`src/rtl/prosparsity_pkg.sv`:
```
// Shared definitions for the ProSparsity dispatcher slice.
// Contents: tile geometry (rows, pattern width), FIFO sizing, the "no prefix"
// row id, PE micro-op encodings, dispatcher FSM states and the task record
// carried through the task FIFO.
package prosparsity_pkg;

    localparam int N          = 256;
    localparam int M          = 16;
    localparam int FIFO_DEPTH = 8;
    localparam int IW         = $clog2(N);
    localparam int CW         = $clog2(M);
    localparam int FW         = $clog2(FIFO_DEPTH) + 1;
    localparam int CNTW       = 16;

    localparam logic [IW-1:0] NULL_ID = IW'(255);

    typedef enum logic [1:0] {
        OP_INIT_ZERO = 2'd0,
        OP_INIT_COPY = 2'd1,
        OP_ACCUM     = 2'd2,
        OP_FINISH    = 2'd3
    } pe_op_e;

    typedef enum logic [1:0] {
        S_IDLE = 2'd0,
        S_INIT = 2'd1,
        S_ACC  = 2'd2,
        S_FIN  = 2'd3
    } state_e;

    typedef struct packed {
        logic [IW-1:0] row_id;
        logic [IW-1:0] prefix_id;
        logic [M-1:0]  pattern;
        logic          is_root;
    } task_t;

endpackage

```
`src/rtl/task_fifo.sv`:
```
// Synchronous task FIFO holding pruned tasks awaiting dispatch.
// Ports:
//   clk, rst_n  : clock, synchronous active-low reset
//   push, wdata : write strobe and task record (ignored when full)
//   pop         : advance head (ignored when empty)
//   head        : task at the head (valid while count != 0)
//   count       : current occupancy, 0..DEPTH
module task_fifo
    import prosparsity_pkg::*;
#(
    parameter int DEPTH = FIFO_DEPTH
) (
    input  logic                       clk,
    input  logic                       rst_n,
    input  logic                       push,
    input  task_t                      wdata,
    input  logic                       pop,
    output task_t                      head,
    output logic [$clog2(DEPTH):0]     count
);

    localparam int PW = $clog2(DEPTH);
    localparam logic [PW:0] FULL_LVL = (PW+1)'(DEPTH);

    task_t         mem [DEPTH];
    logic [PW-1:0] wr_ptr;
    logic [PW-1:0] rd_ptr;
    logic          do_push;
    logic          do_pop;

    assign do_push = push && (count != FULL_LVL);
    assign do_pop  = pop && (count != '0);
    assign head    = mem[rd_ptr];

    always_ff @(posedge clk) begin
        if (do_push) begin
            mem[wr_ptr] <= wdata;
        end
    end

    always_ff @(posedge clk) begin
        if (!rst_n) begin
            wr_ptr <= '0;
            rd_ptr <= '0;
            count  <= '0;
        end else begin
            if (do_push) wr_ptr <= wr_ptr + 1'b1;
            if (do_pop)  rd_ptr <= rd_ptr + 1'b1;
            case ({do_push, do_pop})
                2'b10:   count <= count + 1'b1;
                2'b01:   count <= count - 1'b1;
                default: count <= count;
            endcase
        end
    end

endmodule

```
`src/rtl/prosparsity_dispatcher.sv`:
```
// Dispatcher: buffers pruned tasks, holds each row until its prefix row has
// completed, then serializes it into PE micro-ops INIT, ACCUM per set bit
// (lowest column first), FINISH.
// Ports:
//   clk, rst_n                        : clock, synchronous active-low reset
//   prefix_id, row_id_in, pattern     : incoming task fields
//   prune_valid, prune_done           : task strobe, end-of-tile pulse
//   dispatch_ready                    : FIFO has room incl. one skid slot
//   pe_valid/pe_ready/pe_op/pe_row_id/pe_prefix_id/pe_col_idx : micro-op stream
//   pe_done_valid, pe_done_row        : row completion from the PE
//   tile_start                        : clear tile bookkeeping (idle+empty only)
//   all_done                          : tile fully processed (level)
//   err                               : sticky overflow / illegal tile_start
//
// state  | meaning
// S_IDLE | waiting for an eligible head task; pops it into working regs
// S_INIT | presenting INIT_ZERO (root) or INIT_COPY (with prefix)
// S_ACC  | presenting ACCUM for lowest remaining pattern bit
// S_FIN  | presenting FINISH for the working row
module prosparsity_dispatcher
    import prosparsity_pkg::*;
(
    input  logic          clk,
    input  logic          rst_n,
    input  logic [IW-1:0] prefix_id,
    input  logic [IW-1:0] row_id_in,
    input  logic [M-1:0]  pattern,
    input  logic          prune_valid,
    input  logic          prune_done,
    output logic          dispatch_ready,
    output logic          pe_valid,
    input  logic          pe_ready,
    output logic [1:0]    pe_op,
    output logic [IW-1:0] pe_row_id,
    output logic [IW-1:0] pe_prefix_id,
    output logic [CW-1:0] pe_col_idx,
    input  logic          pe_done_valid,
    input  logic [IW-1:0] pe_done_row,
    input  logic          tile_start,
    output logic          all_done,
    output logic          err
);

    localparam logic [FW-1:0] DEPTH_LVL = FW'(FIFO_DEPTH);
    localparam logic [FW-1:0] READY_LVL = FW'(FIFO_DEPTH - 2);

    state_e          state, state_nxt;
    task_t           head, work, wdata;
    logic [FW-1:0]   fifo_count;
    logic            fifo_empty, fifo_full;
    logic            push, pop, head_eligible, tile_ok;
    logic [N-1:0]    done_bitmap;
    logic [CNTW-1:0] accepted_cnt, done_cnt;
    logic            done_latch;
    logic [CW-1:0]   low_idx;
    logic [M-1:0]    pattern_cleared;

    assign fifo_empty     = (fifo_count == '0);
    assign fifo_full      = (fifo_count == DEPTH_LVL);
    assign dispatch_ready = (fifo_count <= READY_LVL);
    assign push           = prune_valid && !fifo_full;

    assign wdata.row_id    = row_id_in;
    assign wdata.prefix_id = prefix_id;
    assign wdata.pattern   = pattern;
    assign wdata.is_root   = (prefix_id == NULL_ID) || (prefix_id == row_id_in);

    task_fifo #(.DEPTH(FIFO_DEPTH)) u_task_fifo (
        .clk   (clk),
        .rst_n (rst_n),
        .push  (push),
        .wdata (wdata),
        .pop   (pop),
        .head  (head),
        .count (fifo_count)
    );

    assign head_eligible = !fifo_empty && (head.is_root || done_bitmap[head.prefix_id]);
    assign tile_ok       = tile_start && (state == S_IDLE) && fifo_empty;

    // Lowest set bit wins: scan from the top so the last hit is the lowest.
    always_comb begin
        low_idx = '0;
        for (int i = M - 1; i >= 0; i--) begin
            if (work.pattern[i]) low_idx = CW'(i);
        end
    end

    assign pattern_cleared = work.pattern & (work.pattern - 1'b1);

    always_comb begin
        state_nxt    = state;
        pop          = 1'b0;
        pe_valid     = 1'b0;
        pe_op        = OP_INIT_ZERO;
        pe_row_id    = '0;
        pe_prefix_id = '0;
        pe_col_idx   = '0;
        case (state)
            S_IDLE: begin
                if (head_eligible) begin
                    pop       = 1'b1;
                    state_nxt = S_INIT;
                end
            end
            S_INIT: begin
                pe_valid  = 1'b1;
                pe_row_id = work.row_id;
                if (!work.is_root) begin
                    pe_op        = OP_INIT_COPY;
                    pe_prefix_id = work.prefix_id;
                end
                if (pe_ready) state_nxt = (work.pattern != '0) ? S_ACC : S_FIN;
            end
            S_ACC: begin
                pe_valid   = 1'b1;
                pe_op      = OP_ACCUM;
                pe_row_id  = work.row_id;
                pe_col_idx = low_idx;
                if (pe_ready && (pattern_cleared == '0)) state_nxt = S_FIN;
            end
            S_FIN: begin
                pe_valid  = 1'b1;
                pe_op     = OP_FINISH;
                pe_row_id = work.row_id;
                if (pe_ready) state_nxt = S_IDLE;
            end
            default: state_nxt = S_IDLE;
        endcase
    end

    always_ff @(posedge clk) begin
        if (!rst_n) begin
            state <= S_IDLE;
            work  <= '0;
        end else begin
            state <= state_nxt;
            if (pop) begin
                work <= head;
            end else if ((state == S_ACC) && pe_ready) begin
                work.pattern <= pattern_cleared;
            end
        end
    end

    always_ff @(posedge clk) begin
        if (!rst_n) begin
            done_bitmap  <= '0;
            accepted_cnt <= '0;
            done_cnt     <= '0;
            done_latch   <= 1'b0;
            err          <= 1'b0;
        end else begin
            if ((tile_start && !tile_ok) || (prune_valid && fifo_full)) err <= 1'b1;
            if (tile_ok) begin
                done_bitmap  <= '0;
                accepted_cnt <= {{(CNTW-1){1'b0}}, push};
                done_cnt     <= '0;
                done_latch   <= 1'b0;
            end else begin
                if (push) accepted_cnt <= accepted_cnt + 1'b1;
                if (pe_done_valid) begin
                    done_bitmap[pe_done_row] <= 1'b1;
                    done_cnt                 <= done_cnt + 1'b1;
                end
                if (prune_done) done_latch <= 1'b1;
            end
        end
    end

    assign all_done = done_latch && fifo_empty && (state == S_IDLE) && (done_cnt == accepted_cnt);

endmodule

```
`config.mk`:
```
export PLATFORM = sky130hd
export DESIGN_NAME = prosparsity_dispatcher
export DESIGN_NICKNAME = d
export VERILOG_FILES = /design/src/rtl/prosparsity_pkg.sv /design/src/rtl/task_fifo.sv /design/src/rtl/prosparsity_dispatcher.sv
export SDC_FILE = /design/constraint.sdc
export NUM_CORES = 1
export LEC_CHECK = 0
export CAP_MARGIN = 20
export CORE_UTILIZATION = 40
export DETAILED_ROUTE_END_ITERATION = 8
export GPL_TIMING_DRIVEN = 0
export SYNTH_ARGS = -nofsm -noshare
export SYNTH_HDL_FRONTEND = slang
export SYNTH_SLANG_ARGS = --single-unit
```
`constraint.sdc`:
```
create_clock -name clk -period 9.2 [get_ports clk]
set_clock_uncertainty 0.2 [all_clocks]
set_input_delay 2.76 -clock clk [delete_from_list [all_inputs] [get_ports clk]]
set_output_delay 2.76 -clock clk [all_outputs]
set_load 0.1 [all_outputs]
```
# Yosys cells after proc, flatten, opt, wreduce, memory -nomap -nowiden
# Memories as Yosys holds them, arrays and structs flattened. A register that Yosys moved wholly into a read port is not among the register bits.
# Cells that the tools add are included.
[totals]
ff_bits = 335
latch_bits = 0
ramBits = 264
mem_bits_ro = 0
in_bits = 47
word_cells = 118
n_memories = 1
[mem_list]
columns = ["name", "words", "width", "read_ports", "rd_clocked_by_memory_dff", "wr", "line_no", "source"]
rows = [
  ["u_task_fifo.mem", 8, 33, 1, 1, 1, "task_fifo.sv:25", "task_t mem [DEPTH];"],
]
[classes]
addsub = 7
n_mul = 0
div_mod_pow = 0
n_lt_le_gt_ge = 4
eq_ne = 14
shifts = 0
muxes = 44
n_bitwise = 3
reduce_logical = 31
[op_table]
columns = ["operator", "count"]
rows = [
  ["256-bit bitwise OR", 1],
  ["4-bit 2-to-1 mux", 17],
  ["16-bit by 1-bit adder with 16-bit output (second input constant)", 2],
  ["16-bit 2-to-1 mux", 2],
  ["8-bit 2-to-1 mux", 3],
  ["8-bit by 9-bit < comparator with 1-bit output (second input constant)", 2],
  ["16-bit bitwise AND", 1],
  ["16-bit equality test", 1],
  ["16-bit zero test", 1],
  ["16-bit nonzero test", 1],
  ["16-bit by 1-bit subtractor with 16-bit output (second input constant)", 1],
  ["1-bit logical AND", 14],
  ["1-bit 2-to-1 mux", 11],
  ["1-bit binary-select mux with 8-bit select", 1],
  ["1-bit demux with 8-bit select", 1],
  ["8-bit equality test", 1],
  ["8-bit equality test (second input constant)", 1],
  ["8-bit by 1-bit >= comparator with 1-bit output (second input constant)", 1],
  ["2-bit 2-to-1 mux", 4],
  ["2-bit inequality test (second input constant)", 4],
  ["2-bit one-hot mux with 4 select lines", 1],
  ["4-bit one-hot mux with 2 select lines", 1],
  ["3-bit by 1-bit adder with 3-bit output (second input constant)", 2],
  ["2-bit equality test (second input constant)", 3],
  ["other kinds (18)", 26],
]

# Depth between registers and ports, before layout
[depth]
ltp_word = 17
ltp_mapped = 24
ltp_nobuf = 17

# Cells and area by module
# Synthesis repeated with hierarchy kept, for this count alone.
[hier_totals]
hier_cells = 1979
area_unflattened_um2 = 24633.6
[by_module_without_submodules]
columns = ["mod", "n_inst", "cells_each", "area_per_inst_um2"]
rows = [
  ["prosparsity_dispatcher", 1, 1524, 14028.5],
  ["task_fifo", 1, 455, 10605.2],
]

# Worst setup path after synthesis
# Ideal clock, no wire load.
[synth_path]
kind = "input port to flip-flop"
start = "in prune_valid"
end = "mem u_task_fifo.mem[0][0] (netlist bit) (enable)"
t_arrival_ps = 6445
path_slack_ps = 2049
cell_stages = 4
cell_sequence = "and2_1 > clkbuf_1 > inv_2 > nor4_1"
[synth_via]
elab_chain_len = 4
[synth_lines]
columns = ["element", "line_no", "source"]
rows = [
  ["start, declared", "prosparsity_dispatcher.sv:28", "input logic prune_valid,"],
  ["1-bit logical AND", "prosparsity_dispatcher.sv:61", "assign push = prune_valid && !fifo_full;"],
  ["1-bit logical AND", "task_fifo.sv:31", "assign do_push = push && (count != FULL_LVL);"],
  ["1-bit 2-to-1 mux", "task_fifo.sv:36", "if (do_push) begin"],
  ["1-bit 2-to-1 mux (implied by the code)", "task_fifo.sv:37", "mem[wr_ptr] <= wdata;"],
  ["end, declared", "task_fifo.sv:25", ""],
]
# No other way between the ends.

# Final worst setup path
[layout_path]
start = "reg u_task_fifo.count[1]"
end = "out all_done"
[layout_via]
elab_chain_len = 4
[layout_lines]
columns = ["element", "line_no", "source"]
rows = [
  ["start, declared", "task_fifo.sv:19", "output logic [$clog2(DEPTH):0] count"],
  ["start signal, assigned", "task_fifo.sv:50", "2'b10: count <= count + 1'b1;"],
  ["start signal, assigned", "task_fifo.sv:51", "2'b01: count <= count - 1'b1;"],
  ["start signal, assigned", "task_fifo.sv:52", "default: count <= count;"],
  ["4-bit zero test", "prosparsity_dispatcher.sv:58", "assign fifo_empty = (fifo_count == '0);"],
  ["1-bit logical AND (3 in a row)", "prosparsity_dispatcher.sv:171", "assign all_done = done_latch && fifo_empty && (state == S_IDLE) && (done_cnt == accepted_cnt);"],
  ["end, declared", "prosparsity_dispatcher.sv:40", "output logic all_done,"],
]
# No other way between the ends.

==> metrics.yaml <==
global_route:
  grt_antenna_before_repair: 1
  grt_pass1_vias: 17300
  globalRoute.totalOverflow: 0
  grt_pass1_wl_um: 104000
  grt_max_degree: 24
  grt_usage: 0.216
floorplanning:
  die_area_um2: 63000
  start_util: 0.408
  dieHeight_um: 251
  io_pins: 73
  core-area_um2: 60800
  rows: 90
  fp.dieW_um: 251
clocking:
  clk-insertion-delay-late_ps: 640
  post_cts_buffers: 0
  cts_htree_levels: 2
  clockBufferDepth: 3
  ctsResizeCount: 0
  cts_hold_buf: 0
  numCtsBuffers: 61
  cts-root-buf: "clkbuf_16"
  cts_tree: "yes"
  cts_sinks: 602
  clk_pin_slew_ps: 60
logic_synthesis:
  synthDistinctLibCells: 71
  yosys_warnings: 0
  syn_nets: 2107
  post-synth-top-count-cell: "nor2_1"
  synthCells: 2049
  synth.cell_area_um2: 24800
  synth_top_cell_area_share: 0.320
  ys_seq_area_frac: 0.592
  synthTopCellsByArea: "edfxtp_1 (32%), dfxtp_1 (27%), mux4_2 (11%)"
  yosys.area.top_type: "edfxtp_1"
  synth_flop_cell: "dfxtp_1"
  synth_commonest_cells: "nor2_1 (349), dfxtp_1 (338), a21oi_1 (274), edfxtp_1 (264), mux4_2 (121)"
  async_flop_share: 0
  synth.avg_cell_area_um2: 12.1
  ys_ff_latch: 602
  synth-edff-count: 264
pwr:
  p_per_area_nw_per_um2: 278
  p_leak_nw: 9.81
  ir_worst_vdd_mv: 0.206
setup_path:
  worst-path-buf-inv: 2
  worstPathArrival_ps: 3490
  crit_chain: "clkbuf_1 > nor3_1 > nand2_1 > nor2_1 > nand4_1 > nor4_1 > clkdlybuf4s50_1"
  critPathKind: "reg -> out"
  start_kind: "flip-flop"
  critPathMaxStageDelay_ps: 1200
  cp_top_family: "buffers and inverters"
  cp-end-kind: "output port"
  cp.required_ps: 6240
  critPathMaxFanout: 7
  reg2reg_slack_ps: 2930
  cp_slowest_cell: "clkdlybuf4s50_1"
sta:
  setup_ws_ps: 2750
  min_period_over_period: 0.701
  fmax_mhz: 155
  rsz0062_at_grt: "false"
  worst_slew_pin_slew_ps: 1290
  slew_headroom: 0.139
  setup_viol: 0
  slew_viol_final: 0
  fin_setup_tns_ps: 0
  period_needed_ps: 6450
  holdWs_ps: 255
  finalHoldViolCount: 0
routing:
  postRouteAntennaNets: 0
  num_vias: 17300
  routed_wl_um: 67900
  post_drt_wl_per_cell_um: 22.3
  initialDrtViolationCount: 1577
  via_per_inst: 5.67
  drc: 0
  firstDrtPassIters: 8
hold_path:
  min_path_type: "reg -> reg"
placement:
  post-place-ws_ps: 3020
  gp_congestion: 0.886
  port_buffers: 72
  dp_hpwl_um: 46400
  place_inst: 2931
final_layout:
  drive_above_1_share: 0.151
  area_delta_synth_final_pct: 17.0
  layout.cells.non_filler: 3051
  nets: 2273
  fill_cells: 5420
  register_area_um2: 14700
  multi_input_area_um2: 9490
status:
  outcome: "finished, final reports clean"
run:
  drv_cap: 0
==> placed cells by master (no fill, tap or decap), types with 22 or more instances in the layout <==
| master | netlist | routed |
|---|---|---|
| edfxtp_1 | 264 | 264 |
| nand4_1 | 23 | 23 |
| dfxtp_1 | 338 | 338 |
| clkbuf_16 | 0 | 62 |
| mux2_2 | 37 | 37 |
| xor2_1 | 31 | 31 |
| mux2i_1 | 49 | 49 |
| buf_6 | 9 | 23 |
| nor3_1 | 27 | 23 |
| nor2_1 | 349 | 346 |
| nand2_1 | 86 | 86 |
| clkdlybuf4s50_1 | 0 | 72 |
| nand3_1 | 37 | 37 |
| and2_1 | 22 | 22 |
| mux4_2 | 121 | 121 |
| xnor2_1 | 24 | 24 |
| clkbuf_1 | 90 | 98 |
| a21oi_1 | 274 | 274 |
==> flip-flops by register name, summed over array words and instances, names as in the netlist, named ones only <==
name / count
accepted_cnt: 16
done_bitmap: 256
done_cnt: 16
done_latch: 1
err: 1
state: 2
u_task_fifo.count: 4
u_task_fifo.mem: 264
u_task_fifo.rd_ptr: 3
u_task_fifo.wr_ptr: 3
work: 33
==> metrics by stage <==
step / utilization / total power [mW] / area [µm²]
6_report: 0.477 / 8.08 / 29000
5_1_grt: 0.477 / 8.40 / 29000
4_1_cts: 0.476 / 8.10 / 29000
3_5_place_dp: 0.442 / 5.57 / 26900
3_3_place_gp: 0.436 / 5.51 / 26500
2_1_floorplan: - / 4.78 / 24800
==> layer usage <==
metal	up-vias	global-route usage	wire, µm
met5	-	0	0
met4	0	0.0716	1960
met3	134	0.0356	4830
met2	685	0.353	31900
met1	8612	0.291	29300
li1	7856	-	-
==> kinds of logic after synthesis <==
family	after synthesis	share of synthesized area
simple gates	636	0.116
xor+xnor	55	0.0194
mux	208	0.147
flops	602	0.592
fa+ha+maj	15	0.00716
buf+inv	148	0.0274
compound gates	385	0.0906
==> worst paths after layout <==
check | from | end | cells after the start
worst max-delay path | u_task_fifo.count[1] | all_done | 7
worst min-delay path | work[17] | work[17] | 2
worst max register to register | flip-flop | u_task_fifo.count[2] | 23
worst min register to register | work[17] | work[17] | 2
==> worst register-to-register path, stage by stage (launching register included) <==
cell and delay, ps:
dfxtp_1 320, buf_6 150, buf_12 140, buf_2 240, buf_2 340, clkbuf_1 510
nor3_1 140, o21a_1 200, a211oi_2 770, a21oi_1 120, nand4_1 200, nand4_1 230
or3b_2 550, nand4_4 220, nand2_8 160, inv_6 170, buf_6 190, ha_1 310
xor2_1 200, ha_1 170, a21oi_1 50, xor2_1 160, or3_1 320, a21boi_0 160
==> power breakdown <==
part	switching, mW	leakage, nW	internal (mW)	total (mW)
Clock	1.06	1.03	1.47	2.53
Sequential	0.114	5.12	2.95	3.07
Combinational	1.59	3.66	0.896	2.48
Total	2.76	9.81	5.32	8.08
==> final cells by class <==
cell class | count | share of cell area
inverter | 18 | 0.00250
multi-input combinational | 1299 | 0.327
clock buffer | 81 | 0.0597
antenna | 1 | 0.0000862
tap | 782 | 0.0337
clock inverter | 35 | 0.0116
sequential | 602 | 0.506
timing repair buffer | 103 | 0.0381
buffer | 130 | 0.0210
Note: power is estimated with default switching activity, not from simulation.
